<file path="config.mk">
export PLATFORM = sky130hd
export DESIGN_NAME = ram_req_scheduler
export DESIGN_NICKNAME = d
export VERILOG_FILES = /design/src/rtl/ram_noc_pkg.sv /design/src/rtl/ram_resp_fifo.sv /design/src/rtl/ram_req_scheduler.sv
export SDC_FILE = /design/constraint.sdc
export NUM_CORES = 1
export LEC_CHECK = 0
export ABC_AREA = 1
export CAP_MARGIN = 20
export CORE_MARGIN = 1
export CORE_UTILIZATION = 50
export CTS_BUF_LIST = sky130_fd_sc_hd__clkbuf_4
export DETAILED_ROUTE_END_ITERATION = 6
export GPL_ROUTABILITY_DRIVEN = 1
export PLACE_DENSITY = 0.77
export SLEW_MARGIN = 20
export SYNTH_ARGS = -nofsm -noshare
export SYNTH_HDL_FRONTEND = slang
export SYNTH_SLANG_ARGS = --single-unit
</file>
<file path="constraint.sdc">
create_clock -name clk -period 3.3 [get_ports clk]
set_input_delay 0.495 -clock clk [delete_from_list [all_inputs] [get_ports clk]]
set_output_delay 0.495 -clock clk [all_outputs]
set_load 0.005 [all_outputs]
</file>
<file path="src/rtl/ram_noc_pkg.sv">
// Purpose: shared request/response packet types and pack/unpack helpers for the RAM NoC node.
// Latency: n/a (types and pure functions only).
// Backpressure: n/a.
package ram_noc_pkg;

  localparam int DEF_WIDTH        = 8;
  localparam int DEF_ADDR_WIDTH   = 4;
  localparam int DEF_N            = 16;
  localparam int DEF_N_ADDR_WIDTH = $clog2(DEF_N);
  localparam int REQ_W            = DEF_WIDTH + DEF_ADDR_WIDTH + DEF_N_ADDR_WIDTH + 2;
  localparam int RESP_W           = DEF_WIDTH + DEF_N_ADDR_WIDTH;

  // Field order is the wire order, MSB first.
  typedef struct packed {
    logic [DEF_WIDTH-1:0]        data;
    logic [DEF_ADDR_WIDTH-1:0]   addr;
    logic                        write_en;
    logic                        read_en;
    logic [DEF_N_ADDR_WIDTH-1:0] src;
  } req_t;

  typedef struct packed {
    logic [DEF_WIDTH-1:0]        data;
    logic [DEF_N_ADDR_WIDTH-1:0] node;
  } resp_t;

  typedef enum logic [1:0] {
    REQ_NONE  = 2'd0,
    REQ_READ  = 2'd1,
    REQ_WRITE = 2'd2
  } req_kind_e;

  function automatic logic [REQ_W-1:0] pack_req(input req_t r);
    return r;
  endfunction

  function automatic req_t unpack_req(input logic [REQ_W-1:0] v);
    return v;
  endfunction

  function automatic logic [RESP_W-1:0] pack_resp(input resp_t r);
    return r;
  endfunction

  function automatic resp_t unpack_resp(input logic [RESP_W-1:0] v);
    return v;
  endfunction

  // Write wins when both enables are set; neither set is a malformed request.
  function automatic req_kind_e decode_kind(input logic write_en, input logic read_en);
    if (write_en)     return REQ_WRITE;
    else if (read_en) return REQ_READ;
    else              return REQ_NONE;
  endfunction

endpackage

</file>
<file path="src/rtl/ram_resp_fifo.sv">
// Purpose: first-word-fall-through sync FIFO holding read responses plus destination.
// Latency: push visible at head on the cycle after the push edge.
// Backpressure: none internally; the caller's credit scheme guarantees no push when full.
module ram_resp_fifo #(
  parameter int  W     = 16,
  parameter int  DEPTH = 4,
  localparam int PW    = $clog2(DEPTH),
  localparam int CW    = $clog2(DEPTH + 1)
) (
  input  logic          clk,
  input  logic          rst,
  input  logic          push,
  input  logic [W-1:0]  push_data,
  input  logic          pop,
  output logic [W-1:0]  head,
  output logic          empty,
  output logic [CW-1:0] count
);

  logic [W-1:0]  mem [DEPTH];
  logic [PW-1:0] wr_ptr;
  logic [PW-1:0] rd_ptr;
  logic          pop_do;

  assign empty  = (count == '0);
  assign pop_do = pop && !empty;
  assign head   = mem[rd_ptr];

  // Storage needs no reset: count gates every read of it.
  always_ff @(posedge clk) begin
    if (push) mem[wr_ptr] <= push_data;
  end

  // Pointers wrap naturally at the power-of-2 depth; count tracks occupancy.
  always_ff @(posedge clk) begin
    if (rst) begin
      wr_ptr <= '0;
      rd_ptr <= '0;
      count  <= '0;
    end else begin
      if (push)   wr_ptr <= wr_ptr + PW'(1);
      if (pop_do) rd_ptr <= rd_ptr + PW'(1);
      case ({push, pop_do})
        2'b10:   count <= count + CW'(1);
        2'b01:   count <= count - CW'(1);
        default: count <= count;
      endcase
    end
  end

  // A push into a full FIFO would mean the read credits were miscounted.
  always_ff @(posedge clk) begin
    if (!rst) assert (!(push && count == CW'(DEPTH)));
  end

endmodule

</file>
<file path="src/rtl/ram_req_scheduler.sv">
// Purpose: accepts NoC read/write requests, issues one RAM access per cycle in order, returns read data.
// Latency: RAM strobes one cycle after accept; response valid RAM_LAT+2 cycles after a read accept.
// Backpressure: i_ready_out drops when inflight reads plus queued responses fill the response FIFO.
module ram_req_scheduler
  import ram_noc_pkg::*;
#(
  parameter int  WIDTH        = DEF_WIDTH,
  parameter int  ADDR_WIDTH   = DEF_ADDR_WIDTH,
  parameter int  N            = DEF_N,
  parameter int  N_ADDR_WIDTH = $clog2(N),
  parameter int  NODE         = 0,
  parameter int  RAM_LAT      = 1,
  parameter int  RESP_DEPTH   = 4,
  localparam int PACKED_REQ   = WIDTH + ADDR_WIDTH + N_ADDR_WIDTH + 2,
  localparam int PACKED_RESP  = WIDTH + N_ADDR_WIDTH
) (
  input  logic                    clk,
  input  logic                    rst,
  input  logic [PACKED_REQ-1:0]   i_packed_in,
  input  logic                    i_valid_in,
  output logic                    i_ready_out,
  output logic [ADDR_WIDTH-1:0]   ram_addr,
  output logic [WIDTH-1:0]        ram_wdata,
  output logic                    ram_we,
  output logic                    ram_re,
  input  logic [WIDTH-1:0]        ram_rdata,
  output logic [PACKED_RESP-1:0]  o_packed_out,
  output logic [N_ADDR_WIDTH-1:0] o_dest_out,
  output logic                    o_valid_out,
  input  logic                    o_ready_in,
  output logic [7:0]              o_err_count
);

  localparam int CW       = $clog2(RESP_DEPTH + 1);
  localparam int UW       = CW + 1;
  localparam int FW       = PACKED_RESP + N_ADDR_WIDTH;
  localparam int RE_BIT   = N_ADDR_WIDTH;
  localparam int WE_BIT   = N_ADDR_WIDTH + 1;
  localparam int ADDR_LSB = N_ADDR_WIDTH + 2;
  localparam int DATA_LSB = ADDR_LSB + ADDR_WIDTH;

  // Request fields, sliced with the module's own widths.
  logic [WIDTH-1:0]        req_data;
  logic [ADDR_WIDTH-1:0]   req_addr;
  logic [N_ADDR_WIDTH-1:0] req_src;
  req_kind_e               req_kind;

  assign req_data = i_packed_in[DATA_LSB +: WIDTH];
  assign req_addr = i_packed_in[ADDR_LSB +: ADDR_WIDTH];
  assign req_src  = i_packed_in[N_ADDR_WIDTH-1:0];
  assign req_kind = decode_kind(i_packed_in[WE_BIT], i_packed_in[RE_BIT]);

  logic                    started;
  logic [CW-1:0]           inflight;
  logic [CW-1:0]           fifo_count;
  logic [UW-1:0]           credit_used;
  logic                    accept;
  logic                    acc_rd;
  logic                    acc_bad;
  logic [N_ADDR_WIDTH-1:0] ram_src;
  logic [RAM_LAT-1:0]      tag_vld;
  logic [N_ADDR_WIDTH-1:0] tag_src [RAM_LAT];
  logic                    push;
  logic [FW-1:0]           push_data;
  logic                    pop;
  logic [FW-1:0]           fifo_head;
  logic                    fifo_empty;

  // Ready depends only on registered state, so senders can never influence it combinationally.
  assign credit_used = {1'b0, inflight} + {1'b0, fifo_count};
  assign i_ready_out = started && (credit_used < UW'(RESP_DEPTH));
  assign accept      = i_valid_in && i_ready_out;
  assign acc_rd      = accept && (req_kind == REQ_READ);
  assign acc_bad     = accept && (req_kind == REQ_NONE);

  // Holds ready low for the first cycle after reset is released.
  always_ff @(posedge clk) begin
    if (rst) started <= 1'b0;
    else     started <= 1'b1;
  end

  // Register the RAM access for one cycle; malformed requests produce no strobe.
  always_ff @(posedge clk) begin
    if (rst) begin
      ram_addr  <= '0;
      ram_wdata <= '0;
      ram_we    <= 1'b0;
      ram_re    <= 1'b0;
      ram_src   <= '0;
    end else begin
      ram_we <= accept && (req_kind == REQ_WRITE);
      ram_re <= acc_rd;
      if (accept) begin
        ram_addr  <= req_addr;
        ram_wdata <= req_data;
        ram_src   <= req_src;
      end
    end
  end

  // Source tag travels alongside the read so it emerges with ram_rdata.
  always_ff @(posedge clk) begin
    if (rst) begin
      tag_vld <= '0;
      for (int i = 0; i < RAM_LAT; i++) tag_src[i] <= '0;
    end else begin
      tag_vld[0] <= ram_re;
      tag_src[0] <= ram_src;
      for (int i = 1; i < RAM_LAT; i++) begin
        tag_vld[i] <= tag_vld[i-1];
        tag_src[i] <= tag_src[i-1];
      end
    end
  end

  assign push      = tag_vld[RAM_LAT-1];
  assign push_data = {ram_rdata, N_ADDR_WIDTH'(NODE), tag_src[RAM_LAT-1]};
  assign pop       = o_valid_out && o_ready_in;

  // A read holds a credit from accept until its data lands in the FIFO.
  always_ff @(posedge clk) begin
    if (rst) inflight <= '0;
    else     inflight <= inflight + CW'(acc_rd) - CW'(push);
  end

  // Malformed-request counter, saturating.
  always_ff @(posedge clk) begin
    if (rst)                             o_err_count <= '0;
    else if (acc_bad && o_err_count != 8'hFF) o_err_count <= o_err_count + 8'd1;
  end

  ram_resp_fifo #(
    .W     (FW),
    .DEPTH (RESP_DEPTH)
  ) u_resp_fifo (
    .clk       (clk),
    .rst       (rst),
    .push      (push),
    .push_data (push_data),
    .pop       (pop),
    .head      (fifo_head),
    .empty     (fifo_empty),
    .count     (fifo_count)
  );

  // Outputs read zero when nothing is queued so stale storage never leaks out.
  assign o_valid_out  = !fifo_empty;
  assign o_packed_out = o_valid_out ? fifo_head[FW-1:N_ADDR_WIDTH] : '0;
  assign o_dest_out   = o_valid_out ? fifo_head[N_ADDR_WIDTH-1:0] : '0;

endmodule

</file>
==> summary.md, run 1 <==
| Metric | Value |
|---|---|
| Die width | `89.51 um` |
| Unique cell type count in the Yosys netlist | `30` |
| Clock tree from TritonCTS | `done` |
| Die area | `8011 um2` |
| Slew at the pin closest to its max-slew limit | `660.6 ps` |
| Cell chosen for the clock root | `clkbuf_4` |
| Io pins | `70` |
| Part of the Yosys area used for sequential elements | `60.65%` |
| Peak supply drop | `0.3346 mV` |
| Worst setup margin | `530.9 ps` |
| Post-detail-place hpwl | `5.053 mm` |
| Crit share post-route | `83.91%` |
| Sequence of cells on the critical path | `buf_4, nor2_1, nor2_1, o21ai_0, a21oi_1, clkdlybuf4s50_1` |
| Antenna fix cells | `0` |
| Total Power | `2.103 mW` |
| Final number of max-transition violations | `0` |
| Clock latency of the later-clocked register in the worst-skew pair | `430 ps` |
| Gates resized, CTS repair | `0` |
| Maximum net fanout on the critical path | `14` |
| Number of post-CTS setup repair buffers | `0` |
| Clock slew at reported path FFs | `140 ps` |
| Dominant cell type by count on the critical path | `nor2_1` |
| Number of rows created at floorplan | `31` |
| Leak pwr | `1.766 nW` |
| Min-delay worst type | `reg -> reg` |
| Clock period minus worst slack | `2769 ps` |
| Starting Density | `52.23%` |
| Initial DRT Pass Iterations | `5` |
| RD Place Congestion | `0.8275` |
| Number of antenna violations at the first check in global routing | `0` |
| IO buf count | `65` |
| Final-layout setup total negative slack | `0 ps` |
| Max-slew headroom | `55.91%` |
| Clock Path Buffers | `2` |
| Cell Pwr Density | `445.3 nW/um2` |
| Worst endpoint data arrival time | `2270 ps` |
| Number of endpoints failing setup at the final stage | `0` |
| Result of the run | `finished, final reports clean` |
| RSZ-0062 raised after global routing | `no` |
| Post-detailed-route via-to-cell ratio | `4.964` |
| Antenna Nets Post-Route | `0` |
| Cells after synthesis | `393` |
| Number of levels the H-tree was split into | `3` |
| DRC violation count after routing | `0` |
| Count of final hold-check violations | `0` |
| Critical path's largest stage delay | `610 ps` |
| Maximum achievable frequency | `0.3611 GHz` |
| Die extent in y | `89.51 um` |
| Synthesized cell area | `3829 um2` |
| All-Layer GR Usage | `20.73%` |
| Synth Register Bits | `92` |
| Number of warnings reported in the yosys synthesis log | `0` |
| Sum of overflow across all layers after global routing | `0` |
| Final WL | `7.437 mm` |
| Via count of the first global-routing pass | `2745` |
| Relative area change from synthesis to final layout | `23.33%` |
| Quantity of hold-fixing buffers added after cts | `0` |
| Largest net degree at the start of global routing | `27` |
| Critical path startpoint category | `register` |
| Starting DRC count in detailed routing | `158` |
| Wire per inst | `13.21 um` |
| Critical path class | `reg -> out` |
| Vias | `2795` |
| Final-stage net count | `501` |
| Clock tree skew after final layout | `13.67 ps` |
| Average size of a mapped cell | `9.742 um2` |
| Worst setup EP type | `output pin` |
| Required time at the worst-slack endpoint | `2800 ps` |
| Crit-path slowest cell | `dfxtp_1` |
| First-pass GRT wire length | `12.31 mm` |
| Layout Utilization | `64.41%` |
| Total clock sinks | `92` |
| # Max-Cap Violations | `0` |
| Worst Setup Slack post-DPL | `557.9 ps` |
| Core Box Area | `7331 um2` |
| Fraction of layout cells with a size suffix above 1 | `8.190%` |
| Inserted Clock Buffers | `9` |
## sequential cells by signal, indices dropped and copies added, names as in the netlist, named ones only
name / count
ram_src: 4
ram_re: 1
u_resp_fifo.wr_ptr: 2
u_resp_fifo.rd_ptr: 2
ram_wdata: 8
push: 1
u_resp_fifo.count: 3
o_err_count: 8
tag_src: 4
started: 1
ram_addr: 4
ram_we: 1
inflight: 3
u_resp_fifo.mem: 48
## through the flow
stage / cells / cell area (um2) / hold slack [ps]
final: 563 / 4722 / 442.0
after global routing: 563 / 4722 / 472.5
after CTS: 563 / 4722 / 444.9
after detailed placement: 547 / 4554 / 425.8
after global placement: 547 / 4554 / 417.1
after floorplan: 396 / 3840 / 410.1
## worst max-delay path, delay by kind of cell (launching register included)
kind / cells / cell delay (ps)
buffers and inverters: 2 / 810
flip-flops: 1 / 610
AO/OA/AOI/OAI: 2 / 280
AND/OR/NAND/NOR: 2 / 150
## cell usage in the layout (no fill, tap or decap), types with 6 or more instances in the layout
| master | Yosys | layout |
|---|---|---|
| nand3_1 | 7 | 7 |
| ha_1 | 10 | 10 |
| a21oi_1 | 30 | 30 |
| nand2_1 | 27 | 27 |
| o21ai_0 | 50 | 50 |
| nor2_1 | 93 | 93 |
| inv_1 | 36 | 36 |
| buf_4 | 4 | 6 |
| clkbuf_4 | 0 | 10 |
| edfxtp_1 | 48 | 48 |
| dfxtp_1 | 44 | 44 |
| clkdlybuf4s50_1 | 0 | 65 |
## cell families after synthesis
group	share of synthesized area [%]
AO/OA/AOI/OAI	11.05
XOR/XNOR	0.4576
adder cells (fa/ha/maj)	4.314
buffers and inverters	6.372
flip-flops	60.65
other	0.09795
AND/OR/NAND/NOR	17.06
## metal layers
layer,up-vias,track usage [%],wire length [um]
li1,1423,-,-
met1,1283,24.79,3212
met2,80,35.60,3603
met3,9,5.725,519
met5,-,0,0
met4,0,8.081,102
## power by group
group	leakage, nW	switching [mW]	internal [mW]
registers	0.794	0.0148	1.23
clock network	0.0919	0.376	0.323
logic	0.880	0.0761	0.0871
total	1.77	0.467	1.64
## cells in the mapped netlist
| cell type | n | area (um2) |
|---|---|---|
| nand3_1 | 7 | 35.03 |
| buf_4 | 4 | 30.03 |
| nand2_2 | 3 | 18.77 |
| buf_2 | 9 | 45.04 |
| fa_1 | 2 | 40.04 |
| nand2_1 | 27 | 101.4 |
| nand3b_1 | 1 | 7.510 |
| o21ai_0 | 50 | 250.2 |
| inv_2 | 1 | 3.750 |
| a21oi_2 | 2 | 17.52 |
| o21ai_1 | 1 | 5.000 |
| nand4_1 | 4 | 25.02 |
| nor3_2 | 1 | 10.01 |
| or2_2 | 1 | 6.260 |
| buf_6 | 1 | 11.26 |
| nand4_4 | 1 | 21.27 |
| inv_1 | 36 | 135.1 |
| nor3_1 | 2 | 10.01 |
| buf_1 | 1 | 3.750 |
| xor2_1 | 2 | 17.52 |
| nor2_2 | 2 | 12.51 |
| clkbuf_1 | 4 | 15.01 |
| edfxtp_1 | 48 | 1441 |
| conb_1 | 1 | 3.750 |
| dfxtp_1 | 44 | 880.8 |
| ha_1 | 10 | 125.1 |
| a21oi_1 | 30 | 150.1 |
| nor2_4 | 4 | 45.04 |
| nand2_4 | 1 | 11.26 |
| nor2_1 | 93 | 349.1 |
## final timing paths
path                                     start                  endpoint  slack [ps]  depth (start not counted)
max                                   register           o_packed_out[5]         530                          6
min                    ram_src[3]$_SDFFE_PP0P_  tag_src[0][3]$_SDFF_PP0_         440                          2
max reg2reg  u_resp_fifo.count[2]$_SDFFE_PP0P_    inflight[2]$_SDFF_PP0_         750                         11
min reg2reg            ram_src[3]$_SDFFE_PP0P_  tag_src[0][3]$_SDFF_PP0_         440                          2
## cell type report
class / count / area (um2)
repair buffers: 71 / 695.7
fillers: 578 / 2609
inverters: 37 / 138.9
well taps: 99 / 123.9
flip-flops and latches: 92 / 2322
multi-input cells: 248 / 1274
clock buffers: 10 / 75.07
clock inverters: 6 / 92.59
(Power assumes the default switching activity.)
==> inputs of run 2 (changes only) <==
Clock period 3.3 ns to 2.8 ns, I/O delays scaled along.
==> run 2 against run 1 <==
  * Die area unchanged
  * Core utilization down 0.51 points
  * Critical path type is now reg -> reg
  * Worst setup slack worse by 310 ps
  * Total power up 8.8%
  * Via count up 0.64%
  * Global-route usage down 1.0 points
  * Critical path depth up 5
  * Count of clock-buffer cells in the layout unchanged
  * Non-clock buffer count up 1
  * Cell count up 0.18%
==> summary.md, run 2 (same netlist as run 1, synthesis figures left out) <==
| Metric | Value |
|---|---|
| Power share of the combinational group | `8.4%` |
| Required time at the worst-slack endpoint | `3160 ps` |
| Clock tree skew after final layout | `13.22 ps` |
| Net switching fraction of the power | `23.62%` |
| Quantity of hold-fixing buffers added after cts | `0` |
| Clock latency of the later-clocked register in the worst-skew pair | `420 ps` |
| Finished Cell Area | `4684 um2` |
| Total clock sinks | `92` |
| Sum of overflow across all layers after global routing | `0` |
| Final WL | `7.245 mm` |
| Worst endpoint data arrival time | `2940 ps` |
| First-pass GRT wire length | `11.67 mm` |
| Number of endpoints failing setup at the final stage | `0` |
| Relative area change from synthesis to final layout | `22.35%` |
| Antenna fix cells | `0` |
| DRC violation count after routing | `0` |
| Crit-path slowest cell | `fa_1` |
| Max-slew headroom | `54.29%` |
| Most frequent standard cell in the layout excluding fill and tap cells | `nor2_1` |
| Total Power | `2.287 mW` |
| RD Place Congestion | `0.8416` |
| Leak pwr | `1.744 nW` |
| Io pins | `70` |
| Core Box Area | `7331 um2` |
| # Max-Cap Violations | `0` |
| Buffers & Inverters on Critical Path | `1` |
| Min-delay worst type | `reg -> reg` |
| Peak supply drop | `0.2967 mV` |
| Fraction of layout cells with a size suffix above 1 | `8.387%` |
| Gates resized, CTS repair | `0` |
| Starting DRC count in detailed routing | `105` |
| Final number of max-transition violations | `0` |
| Count of final hold-check violations | `0` |
| RSZ-0062 raised after global routing | `no` |
| Die extent in y | `89.51 um` |
| Critical path startpoint category | `register` |
| Clock tree from TritonCTS | `done` |
| Post-detailed-route via-to-cell ratio | `4.988` |
| Clock period minus worst slack | `2574 ps` |
| Most used cells in the layout excluding fill and tap cells | `93 x nor2_1, 65 x clkdlybuf4s50_1, 50 x o21ai_0, 48 x edfxtp_1, 43 x dfxtp_1` |
| Worst setup EP type | `register` |
| Flop pwr share | `63.9%` |
| Maximum net fanout on the critical path | `3` |
| Cell chosen for the clock root | `clkbuf_4` |
| Result of the run | `finished, final reports clean` |
| Clock share of power | `27.7%` |
| Number of antenna violations at the first check in global routing | `0` |
| Starting Density | `52.23%` |
| Inserted Clock Buffers | `9` |
| Crit share post-route | `91.94%` |
| Number of levels the H-tree was split into | `3` |
| Initial DRT Pass Iterations | `4` |
| Largest net degree at the start of global routing | `27` |
| Largest registers ranked by flip-flop count | `u_resp_fifo.mem x48, o_err_count x8, ram_wdata x8` |
| Clock slew at reported path FFs | `140 ps` |
| Critical path's largest stage delay | `380 ps` |
| Switch Pwr | `0.5403 mW` |
| Via count of the first global-routing pass | `2616` |
| All-Layer GR Usage | `19.72%` |
| Register name with the most flops | `u_resp_fifo.mem` |
| Die area | `8011 um2` |
| Clock Path Buffers | `2` |
| Die width | `89.51 um` |
| Cell Pwr Density | `488.2 nW/um2` |
| Maximum achievable frequency | `0.3885 GHz` |
| Vias | `2813` |
| Number of rows created at floorplan | `31` |
| Critical path class | `reg -> reg` |
| Dominant cell type by count on the critical path | `ha_1` |
| Number of post-CTS setup repair buffers | `0` |
| P_int | `1.747 mW` |
| Final-layout setup total negative slack | `0 ps` |
| Slew at the pin closest to its max-slew limit | `684.9 ps` |
| Post-detail-place hpwl | `4.817 mm` |
| Cell class contributing the biggest share of worst-path delay | `adder cells` |
| Cell area reported after detailed placement | `4562 um2` |
| Final-stage net count | `502` |
| Antenna Nets Post-Route | `0` |
| IO buf count | `65` |
| Largest register FFs | `48` |
| Wire per inst | `12.85 um` |
| Sequence of cells on the critical path | `ha_1, nor2_1, nand3_1, nor2_4, nand3_1, ha_1, inv_1, ha_1, fa_1, or2_2, a21oi_1` |
[run 2: worst paths after layout]
path | from | slack [ps] | end | depth (start not counted)
min reg2reg | ram_src[2]$_SDFFE_PP0P_ | 440 | tag_src[0][2]$_SDFF_PP0_ | 2
min | ram_src[2]$_SDFFE_PP0P_ | 440 | tag_src[0][2]$_SDFF_PP0_ | 2
max | inflight[2]$_SDFF_PP0_ | 230 | inflight[2]$_SDFF_PP0_ | 11
max reg2reg | inflight[2]$_SDFF_PP0_ | 230 | inflight[2]$_SDFF_PP0_ | 11
[run 2: area by class of cell]
cell class / instances / area (um2)
repair buffers: 72 / 703.2
clock inverters: 6 / 46.29
multi-input cells: 248 / 1274
well taps: 99 / 123.9
inverters: 37 / 138.9
clock buffers: 10 / 75.07
fillers: 571 / 2646
flip-flops and latches: 92 / 2323
[run 2: per-layer routing]
layer,vias up,wire (um),track usage [%]
met4,0,134,9.812
met1,1294,3305,24.58
met5,-,0,0
li1,1420,-,-
met3,12,437,5.633
met2,87,3368,31.58
[run 2: power by group through the flow]
stage,clock network [mW],logic [mW],registers [mW]
after floorplan,0,0.0894,1.49
after detailed placement,0,0.192,1.49
final,0.633,0.192,1.46
after global placement,0,0.189,1.49
after CTS,0.650,0.193,1.46
after global routing,0.701,0.217,1.47
[run 2: metrics by stage]
step | utilization [%] | hold WS [ps] | cells | setup slack, ps
3_3_place_gp | 62.23 | 417.0 | 548 | 285.8
6_report | 63.90 | 442.8 | 564 | 225.7
4_1_cts | 63.88 | 447.4 | 564 | 32.76
3_5_place_dp | 62.23 | 423.9 | 548 | 200.7
2_1_floorplan | - | 410.1 | 396 | 372.1
5_1_grt | 63.90 | 471.7 | 564 | 16.45
[run 2: worst reg2reg max path: cells and delay by family (launching register included)]
| kind | cells | cell delay (ps) |
|---|---|---|
| adders and majority gates | 4 | 1150 |
| DFF | 1 | 360 |
| buffers and inverters | 1 | 40 |
| and+or+nand+nor | 5 | 860 |
| AOI/OAI and AO/OA | 1 | 130 |
==> RTL change, RTL diff (settings of run 1) <==
Change the parameter `RAM_LAT` from 1 to 2.
--- a/src/rtl/ram_req_scheduler.sv
+++ b/src/rtl/ram_req_scheduler.sv
@@ -11,3 +11,3 @@
   parameter int  NODE         = 0,
-  parameter int  RAM_LAT      = 1,
+  parameter int  RAM_LAT      = 2,
   parameter int  RESP_DEPTH   = 4,
Check against the original RTL: not equivalent (a bounded check fails within 10 cycles, from zero or initial values and one cycle with rst high).
==> RTL change against run 1 <==
  * Sequential cell count is 5 higher
  * Total power down 4.7%
  * Global-route usage down 1.5 points
  * Setup slack got worse by 0.22 ns
  * Register-to-register slack better by 0.03 ns
  * Final area is 1.9% higher
  * Routed wire length fell by 1.9%
  * First-iteration DRC count fell by 4.4%
  * Area after synthesis rose by 3.7%
==> RTL change: results (changes against run 1) <==
- Skew final: 0.0103 ns (-0.00334 ns)
- DR pass1 iterations: 4 (-1)
- First-pass GRT wire length: 12.5 mm (+1.8%)
- Crit-path max cell delay: 0.69 ns (+0.08 ns)
- Non-clock buffer count: 69 (-2.8%)
- Most flop-heavy register: u_resp_fifo.mem
- M1 WL: 3.27 mm (+1.9%)
- Reg area: 2420 sq um (+4.3%)
- VDD IR max: 0.303 mV (-9.4%)
- Vias in the first global route: 2720 (-0.91%)
- Compound-Gate Fraction of Synth Area: 0.106 (-0.00397)
- Largest cells by area after synthesis: edfxtp_1, dfxtp_1, nor2_1
- Status: completed
- Clock-cell share: 0.0255 (-0.0100)
- Worst-Skew Late Latency: 0.43 ns (about the same)
- Comb_multi_in: 253 (+2.0%)
- Sequential share of the synthesized area: 0.610 (+0.00342)
- Drt wl/cell: 12.6 microns (-4.6%)
- Adder-cell share of the synthesized area: 0.0416 (-0.00155)
- Met2 Usage GRT: 0.314 (-0.0422)
- CP max FO: 13 (-1)
- Leakage: 1.80 nW (+1.8%)
- Arrival time at the worst endpoint: 2.49 ns (+0.22 ns)
- Placed wire-length estimate: 4.81 mm (-4.8%)
- Sum of negative setup slack: 0 ns (unchanged)
- Placed Cells: 563 (+2.9%)
- Met2 routed WL: 3.41 mm (-5.5%)
- 1st-iter DRT viols: 151 (-4.4%)
- Sinks on Clock Net: 97 (+5.4%)
- # fillers: 631 (+9.2%)
- Fin cells: 579 (+2.8%)
- Buffering overhead: 0.142 (-0.00580)
- Global Route met3 Usage: 0.0519 (-0.00532)
- Slew headroom: 0.558 (-0.000591)
- Clock buffers: 11 (+1)
- Nets: 514 (+2.6%)
- XOR/XNOR share of the synthesized area: 0.00441 (-0.000164)
- Footprint of the multi-input gates: 1300 sq um (+2.0%)
- Inverters: 42 (+14%)
- Via density per instance: 4.96 (-0.12%)
- Avg Inst Size Synth: 9.73 sq um (about the same)
- GRT Util Overall: 0.192 (-0.0154)
- Layout cell share with drive strength beyond 1: 0.0755 (-0.00642)
- Metal3 WL: 533 microns (+2.7%)
- Routing usage on met1: 0.239 (-0.00850)
[RTL change: worst paths after layout]
check | to | slack (ns) | from
max | o_dest_out[1] | 0.31 | register
min | tag_vld[1] | 0.42 | tag_vld[0]
max reg2reg | inflight[2] | 0.78 | u_resp_fifo.count[2]
min reg2reg | tag_vld[1] | 0.42 | tag_vld[0]
[RTL change: power by group]
part | leakage (nW) | switching, mW | internal, mW
Combinational | 0.889 | 0.0656 | 0.0779
Sequential | 0.835 | 0.0125 | 1.28
Clock | 0.0733 | 0.385 | 0.180
[RTL change: metrics by stage]
| stage | worst slack (ns) | hold WS (ns) | cell area (sq um) | total power [mW] |
|---|---|---|---|---|
| after floorplan | 0.845 | 0.388 | 3980 | 1.39 |
| after CTS | 0.259 | 0.417 | 4810 | 2.01 |
| after detailed placement | 0.567 | 0.398 | 4690 | 1.47 |
| final | 0.311 | 0.417 | 4810 | 2.00 |
| after global placement | 0.623 | 0.390 | 4690 | 1.46 |
| after global routing | 0.0740 | 0.429 | 4810 | 2.08 |
